[src/rtl/maxpool_stream.sv]
// 2x2 stride-2 signed int8 max-pool over a 4-pixel AXI-Stream with APB config/status.
// Optional MAXPOOL_RELU_EN clamps negative pooled bytes to zero before the output register.
module maxpool_stream #(
    parameter int MAX_WIDTH = 256,
    parameter int APB_AW    = 32
) (
    input  logic              CLK,
    input  logic              RESET,
    output logic              S_AXIS_TREADY,
    input  logic [31:0]       S_AXIS_TDATA,
    input  logic [3:0]        S_AXIS_TKEEP,
    input  logic              S_AXIS_TUSER,
    input  logic              S_AXIS_TLAST,
    input  logic              S_AXIS_TVALID,
    input  logic              M_AXIS_TREADY,
    output logic [31:0]       M_AXIS_TDATA,
    output logic [3:0]        M_AXIS_TKEEP,
    output logic              M_AXIS_TUSER,
    output logic              M_AXIS_TLAST,
    output logic              M_AXIS_TVALID,
    input  logic [APB_AW-1:0] PADDR,
    input  logic              PSEL,
    input  logic              PENABLE,
    input  logic              PWRITE,
    input  logic [31:0]       PWDATA,
    output logic [31:0]       PRDATA,
    output logic              PREADY,
    output logic              PSLVERR
);
    localparam int LB_DEPTH = MAX_WIDTH / 4;
    localparam int CW       = $clog2(LB_DEPTH);

    typedef enum logic [1:0] {S_IDLE, S_RUN, S_DONE} state_t;

    state_t        state_q;
    logic [15:0]   width_q, height_q, row_q;
    logic [31:0]   outcnt_q, prdata_q, mdata_q;
    logic [CW-1:0] col_q;
    logic          done_q, err_q, last_in_q;
    logic          mvalid_q, muser_q, mlast_q;
    logic [15:0]   stage_q;
    logic [15:0]   lbuf [LB_DEPTH];

    function automatic logic [7:0] smax(input logic [7:0] a, input logic [7:0] b);
        return ($signed(a) > $signed(b)) ? a : b;
    endfunction

    function automatic logic [7:0] act(input logic [7:0] x);
`ifdef MAXPOOL_RELU_EN
        return x[7] ? 8'h00 : x;
`else
        return x;
`endif
    endfunction

    // APB decode
    logic       apb_err, apb_wr, start_req, busy, cfg_bad;
    logic [1:0] reg_sel;
    logic [31:0] rd_mux;

    assign reg_sel   = PADDR[3:2];
    assign apb_err   = PADDR[APB_AW-1:4] != '0;
    assign apb_wr    = PSEL & PENABLE & PWRITE & !apb_err;
    assign start_req = apb_wr & (reg_sel == 2'd0) & PWDATA[0];
    assign busy      = state_q != S_IDLE;
    assign cfg_bad   = (width_q == 16'd0) | (width_q[2:0] != 3'd0) | (width_q > 16'(MAX_WIDTH)) |
                       (height_q == 16'd0) | height_q[0];

    always_comb begin
        rd_mux = 32'd0;
        if (!apb_err) begin
            case (reg_sel)
                2'd0: rd_mux = {29'd0, err_q, done_q, busy};
                2'd1: rd_mux = {16'd0, width_q};
                2'd2: rd_mux = {16'd0, height_q};
                default: rd_mux = outcnt_q;
            endcase
        end
    end

    // Datapath
    logic [7:0]  h0, h1, v0, v1;
    logic [15:0] lb_rd;
    logic        in_acc, out_acc, load, col_last, row_last;

    assign lb_rd    = lbuf[col_q];
    assign h0       = smax(S_AXIS_TDATA[7:0],   S_AXIS_TDATA[15:8]);
    assign h1       = smax(S_AXIS_TDATA[23:16], S_AXIS_TDATA[31:24]);
    assign v0       = act(smax(h0, lb_rd[7:0]));
    assign v1       = act(smax(h1, lb_rd[15:8]));
    assign col_last = col_q == CW'(width_q[15:2] - 14'd1);
    assign row_last = row_q == (height_q - 16'd1);

    assign S_AXIS_TREADY = (state_q == S_RUN) & (!mvalid_q | M_AXIS_TREADY) & !last_in_q;
    assign in_acc  = S_AXIS_TVALID & S_AXIS_TREADY;
    assign out_acc = mvalid_q & M_AXIS_TREADY;
    assign load    = in_acc & row_q[0] & col_q[0];

    always_ff @(posedge CLK) begin
        if (RESET) begin
            state_q   <= S_IDLE;
            width_q   <= 16'd0;
            height_q  <= 16'd0;
            row_q     <= 16'd0;
            col_q     <= '0;
            outcnt_q  <= 32'd0;
            prdata_q  <= 32'd0;
            done_q    <= 1'b0;
            err_q     <= 1'b0;
            last_in_q <= 1'b0;
            mvalid_q  <= 1'b0;
            mdata_q   <= 32'd0;
            muser_q   <= 1'b0;
            mlast_q   <= 1'b0;
            stage_q   <= 16'd0;
        end else begin
            // Read data is captured in the setup phase so it is stable during access.
            if (PSEL && !PENABLE && !PWRITE)
                prdata_q <= rd_mux;
            if (apb_wr && state_q == S_IDLE) begin
                if (reg_sel == 2'd1) width_q  <= PWDATA[15:0];
                if (reg_sel == 2'd2) height_q <= PWDATA[15:0];
            end

            case (state_q)
                S_IDLE: if (start_req) begin
                    done_q   <= 1'b0;
                    outcnt_q <= 32'd0;
                    if (cfg_bad) begin
                        err_q <= 1'b1;
                    end else begin
                        err_q     <= 1'b0;
                        state_q   <= S_RUN;
                        col_q     <= '0;
                        row_q     <= 16'd0;
                        last_in_q <= 1'b0;
                    end
                end
                S_RUN: begin
                    if (in_acc) begin
                        if (col_last) begin
                            col_q <= '0;
                            row_q <= row_last ? 16'd0 : row_q + 16'd1;
                            if (row_last) last_in_q <= 1'b1;
                        end else begin
                            col_q <= col_q + 1'b1;
                        end
                    end
                    if (out_acc) begin
                        outcnt_q <= outcnt_q + 32'd1;
                        if (mlast_q) state_q <= S_DONE;
                    end
                end
                default: begin
                    done_q  <= 1'b1;
                    state_q <= S_IDLE;
                end
            endcase

            if (in_acc && row_q[0] && !col_q[0])
                stage_q <= {v1, v0};
            if (load) begin
                mvalid_q <= 1'b1;
                mdata_q  <= {v1, v0, stage_q};
                muser_q  <= (row_q == 16'd1) && (col_q == CW'(1));
                mlast_q  <= col_last && row_last;
            end else if (out_acc) begin
                mvalid_q <= 1'b0;
            end
        end
    end

    // Line buffer holds horizontal maxima of the even row; contents need no reset.
    always_ff @(posedge CLK) begin
        if (in_acc && !row_q[0])
            lbuf[col_q] <= {h1, h0};
    end

    logic unused_ok;
    assign unused_ok = ^{S_AXIS_TKEEP, S_AXIS_TUSER, S_AXIS_TLAST, PADDR[1:0]};

    assign M_AXIS_TDATA  = mdata_q;
    assign M_AXIS_TKEEP  = 4'hF;
    assign M_AXIS_TUSER  = muser_q;
    assign M_AXIS_TLAST  = mlast_q;
    assign M_AXIS_TVALID = mvalid_q;
    assign PRDATA        = prdata_q;
    assign PREADY        = 1'b1;
    assign PSLVERR       = PSEL & PENABLE & apb_err;
endmodule

[config.mk]
export PLATFORM = sky130hd
export DESIGN_NAME = maxpool_stream
export DESIGN_NICKNAME = d
export VERILOG_FILES = /design/src/rtl/maxpool_stream.sv
export SDC_FILE = /design/constraint.sdc
export NUM_CORES = 1
export LEC_CHECK = 0
export ABC_CLOCK_PERIOD_IN_PS = 6180
export CORE_UTILIZATION = 30
export CTS_CLUSTER_DIAMETER = 80
export DETAILED_ROUTE_END_ITERATION = 10
export PLACE_DENSITY_LB_ADDON = 0.3
export SLEW_MARGIN = 10
export SYNTH_ARGS = -nofsm -noshare
export SYNTH_HDL_FRONTEND = slang
export SYNTH_SLANG_ARGS = --single-unit
[constraint.sdc]
create_clock -name CLK -period 6.18 [get_ports CLK]
set_input_delay 1.545 -clock CLK [delete_from_list [all_inputs] [get_ports CLK]]
set_output_delay 1.545 -clock CLK [all_outputs]
set_load 0.005 [all_outputs]
After elaboration in Yosys (flattened, before gate mapping). Memories as Yosys holds them, arrays and structs flattened. A register that Yosys moved wholly into a read port is not among the register bits. Cells that the tools add are included.

Register bits after elaboration: 174. Logic and storage cells: 131. Memories kept: 1. Output and inout bits: 74. Bits of input ports: 109. Bits in writable memories: 1024.

Memory list: lbuf (words 64, bits a word 16, rd ports 1, clocked after memory_dff 1, write ports 1, line 42) `logic [15:0] lbuf [LB_DEPTH];`.

Muxes and demuxes: 40. Order comparisons: 5. Bitwise operators: 18. Reduce and logical (&&, ||, !) cells: 33. Equality and inequality tests: 14. Add/subtract/negate cells: 5.

Operators by type and width (number): $mux 32 (3); $pmux 32 s3 (1); $mux 16 (5); $pmux 32 s2 (1); $mux 6 (6); $add 32x1->32 const B (1); $gt 8x8->1 (4); $logic_not 16->1 (2); $mux 8 (4); $pmux 16 s2 (1); $reduce_bool 28->1 (1); $add 16x1->16 const B (1); $eq 16x1->1 const B (1); $eq 16x16->1 (1); $gt 16x9->1 const B (1); $sub 16x1->16 const B (1); $ne 2x2->1 const B (7); $and 1x1->1 (12); $pmux 6 s2 (1); $mux 1 (11); $logic_and 1x1->1 (8); $mux 2 (4); $reduce_and 2->1 (4); $reduce_and 4->1 (2); other kinds (17) (32).

Logic depth before layout (Yosys ltp).
Depth after elaboration: 10. Gate-level depth with buffers: 19. Gate-level depth less buffers: 17.

Least setup slack after synthesis. No wires, ideal clock.

Path kind: input to register. Start point: in S_AXIS_TDATA[31]. End point: reg stage_q[10]. Arrival time: 5.985 ns. Stages on the path: 17. Library setup time: 0.146 ns. Path buffers: 1. Slack: 0.049 ns. Required time: 6.034 ns. Path through: inv_1 -> ha_1 -> and4_1 -> a211o_1 -> o21a_1 -> nor3_1 -> mux2i_1 -> inv_1 -> ha_1 -> nor2b_1 -> o21a_1 -> o21a_1 -> o21bai_1 -> a21oi_1 -> clkbuf_1 -> o21ai_1 -> o221ai_1.

Word-level cells in the longest chain between the ends: 4.

RTL lines: start, declared (line 10) `input logic [31:0] S_AXIS_TDATA,`; $gt 8x8->1 (line 45) `return ($signed(a) > $signed(b)) ? a : b;`; $mux 8 (line 45); via h1[1] (line 82) `logic [7:0] h0, h1, v0, v1;`; $gt 8x8->1 (line 45); $mux 8 (line 45); end signal, assigned (line 161) `stage_q <= {v1, v0};`; end, declared (line 41) `logic [15:0] stage_q;`.

The timed path passes the listed nets, and every way through them passes these cells. A chain may end at the register's enable or synchronous reset.

Final worst setup path.
Start point: in S_AXIS_TDATA[31]. End point: reg stage_q[12].

The elaborated chain is that of the path after synthesis.

==> summary.txt <==
Finish
  • Final net count: 3136
  • Share of layout cells above drive strength 1: 0.255
  • Fill cells: 15141
  • Sequential Area: ~34000 µm²
  • Syn-to-layout area delta: 18.3%
  • Multi-input gate area: 13700 µm²

Drt
  • WL/cell: 23.9 µm
  • Vias per cell: 4.95
  • DRC: 0
  • Initial DRC count: 2430
  • DR vias: 26005
  • DR pass1 iterations: 6
  • Total wire length: approximately 130 mm
  • Routed Antenna Nets: 0

Global route
  • GRT busiest layer: met2
  • Initial antenna violation count: 2
  • First-pass GRT wire length: 183 mm
  • M1 GR Usage: 0.204
  • GR Util met3: 0.0241
  • Total congestion overflow: 0
  • Largest net degree at the start of global routing: 67
  • Routing usage on met2: 0.255
  • Total global-route track usage: 0.152
  • Vias in the first global route: 26288

STA
  • Final period utilization: 0.889
  • RSZ-0062 raised after global routing: no
  • Slew HR: 0.130
  • Setup tns final: 0 ns
  • Fmax achieved: 182 MHz
  • Final Max Slew Viols: 0
  • Fin. Hold Viols: 0
  • Final min period: approximately 5.5 ns
  • Worst Skew: 0.0429 ns
  • Final Setup Violations: 0
  • Worst-Margin Slew: 1.30 ns

Pwr
  • Power Total: 16.8 mW
  • Pleak: 17.7 nW
  • Worst IR Drop VDD: 0.250 mV
  • PD cells: 291 nW/µm²

Min path
  • HP Class: reg2reg

Clock tree
  • Hold-fix buffers, CTS: 0
  • TritonCTS clock tree: built
  • CTS root buffer: clkbuf_16
  • Setup bufs post-CTS: 0
  • CTS resizes: 0
  • CTS H-tree lvls: 3
  • Clk buf depth: 3
  • Sink Count: 1204
  • Clock transition at path regs: 0.07 ns
  • Total CTS buffers: 120
  • Clk_lat worst skew: 0.74 ns

Yosys
  • Synth area leaders: edfxtp_1 63%, mux4_2 15%, dfxtp_1 7.4%
  • Yosys top cell by area: edfxtp_1
  • Synth top area share: 0.629
  • Yosys reg bits: 1204
  • Syn Inst Count: roughly 2700
  • Mean post-synth cell area: 18.0 µm²
  • Register area share after synthesis: 0.703
  • Post-synth top flop: edfxtp_1
  • Asr flop ratio synth: 0
  • Synth cell types: 74
  • Commonest cells in the netlist: 1024 x edfxtp_1, 328 x mux4_2, 180 x dfxtp_1
  • Top-count cell post-synth: edfxtp_1
  • Synthesized area: a little under 50000 µm²
  • Number of synthesized flops with an enable pin: 1024
  • Synth Warn #: 0

Critical path
  • CP endpoint kind: flop
  • Crit-path max cell delay: 0.74 ns
  • Buffer and inverter count on the worst path: 4
  • Setup CP Type: in2reg
  • Crit path max fanout: 12
  • Crit start category: input port
  • CP Data Required Time: 6.82 ns
  • Critical path's top delay family: compound AO/OA/AOI/OAI gates
  • WP data arrival: 6.14 ns
  • Critical Path, Cell by Cell: clkdlybuf4s50_1 > inv_1 > ha_1 > and4_1 > nand2_1 > a21oi_1 > nor4_1 > nor3_1 > buf_4 > mux2i_1 > inv_2 > ha_1 > nor2b_1 > o21a_1 > o21a_1 > o21bai_1 > a21oi_1 > o21ai_1 > o221ai_1
  • Slowest CP cell: a21oi_1

Flow run
  • Max_cap viols: 0

Floorplan
  • Core Area: 161000 µm²
  • Die extent in x: 406 µm
  • Die Span Y: 406 µm
  • Die area: 164000 µm²
  • Row count: 147
  • Ports: 183
  • Initial Util: 0.303

Place
  • IO Port Bufs: 153
  • Routability cong.: 0.817
  • Detailed Place HPWL: 78.2 mm

Status
  • Status: finished clean
-- final timing paths --
check	startpoint	slack (ns)	cells after the start	endpoint
setup / recovery	S_AXIS_TDATA[31]	0.69	19	stage_q[12]$_SDFFE_PP0P_
hold reg to reg	stage_q[15]$_SDFFE_PP0P_	0.44	2	M_AXIS_TDATA[15]$_SDFFE_PP0P_
setup reg to reg	flop	0.89	13	stage_q[12]$_SDFFE_PP0P_
hold / removal	stage_q[15]$_SDFFE_PP0P_	0.44	2	M_AXIS_TDATA[15]$_SDFFE_PP0P_
-- power breakdown --
part           total, mW  internal [mW]    switching, mW
clock               7.32           4.21             3.11
sequential          8.97           8.97  0.0000000000781
combinational      0.527          0.120            0.406
-- state kept, by name, indices dropped and copies added (netlist names), named ones only --
name	cells
M_AXIS_TUSER	1
lbuf	1024
M_AXIS_TVALID	1
col_q	6
err_q	1
width_q	16
done_q	1
state_q	2
height_q	16
M_AXIS_TDATA	32
last_in_q	1
row_q	16
stage_q	16
PRDATA	32
M_AXIS_TLAST	1
outcnt_q	32
-- metrics by stage --
step | setup slack [ns] | area [µm²] | cells | hold WS [ns] | util
floorplan | 0.0492 | 48900 | 2718 | 0.427 | -
global placement | 0.0334 | 53900 | 5025 | 0.438 | 0.334
detailed placement | 0.0384 | 53900 | 5025 | 0.446 | 0.334
CTS | 0.827 | 57800 | 5249 | 0.447 | 0.359
global route | 0.387 | 57800 | 5249 | 0.462 | 0.359
finish | 0.686 | 57800 | 5251 | 0.443 | 0.359
-- kinds of logic (layout without fill, tap and decap cells) --
family	Yosys count	after routing	share of synthesized area
flops	1204	1204	0.703
simple gates	537	537	0.0526
mux	401	401	0.167
compound gates	233	233	0.0350
buf+inv	232	603	0.0202
xor+xnor	66	66	0.0118
fa+ha+maj	40	40	0.0102
other cells	1	7	0.0000768
-- placed cells by master (no fill, tap or decap), types with 60 or more instances in the layout --
cell type and n:
clkdlybuf4s50_1 152, buf_4 147, nor2_1 113, a21oi_1 74
dfxtp_1 176, nand2_1 148, edfxtp_1 1024, mux4_2 328
inv_1 60, clkbuf_16 122
-- layer usage --
layer  wire length (µm)  vias up
met2              61500      686
li1                   -    11438
met4               3200        0
met3               6370      161
met5                  0        -
met1              54600    13720
-- tightest hold or removal path: cells and delay by family (launching register included) --
family,cells,cell delay (ns)
flip-flops,1,0.31
AO/OA/AOI/OAI,1,0.05
AND/OR/NAND/NOR,1,0.05
-- final cells by class --
class / count / area share
diodes: 2 / 0.0000866
clock buffers: 147 / 0.0546
clock inverters: 77 / 0.0137
inverters: 68 / 0.00442
multi-input cells: 1282 / 0.236
flip-flops and latches: 1204 / 0.595
well taps: 2160 / 0.0468
repair buffers: 311 / 0.0496
(Power assumes the default switching activity.)
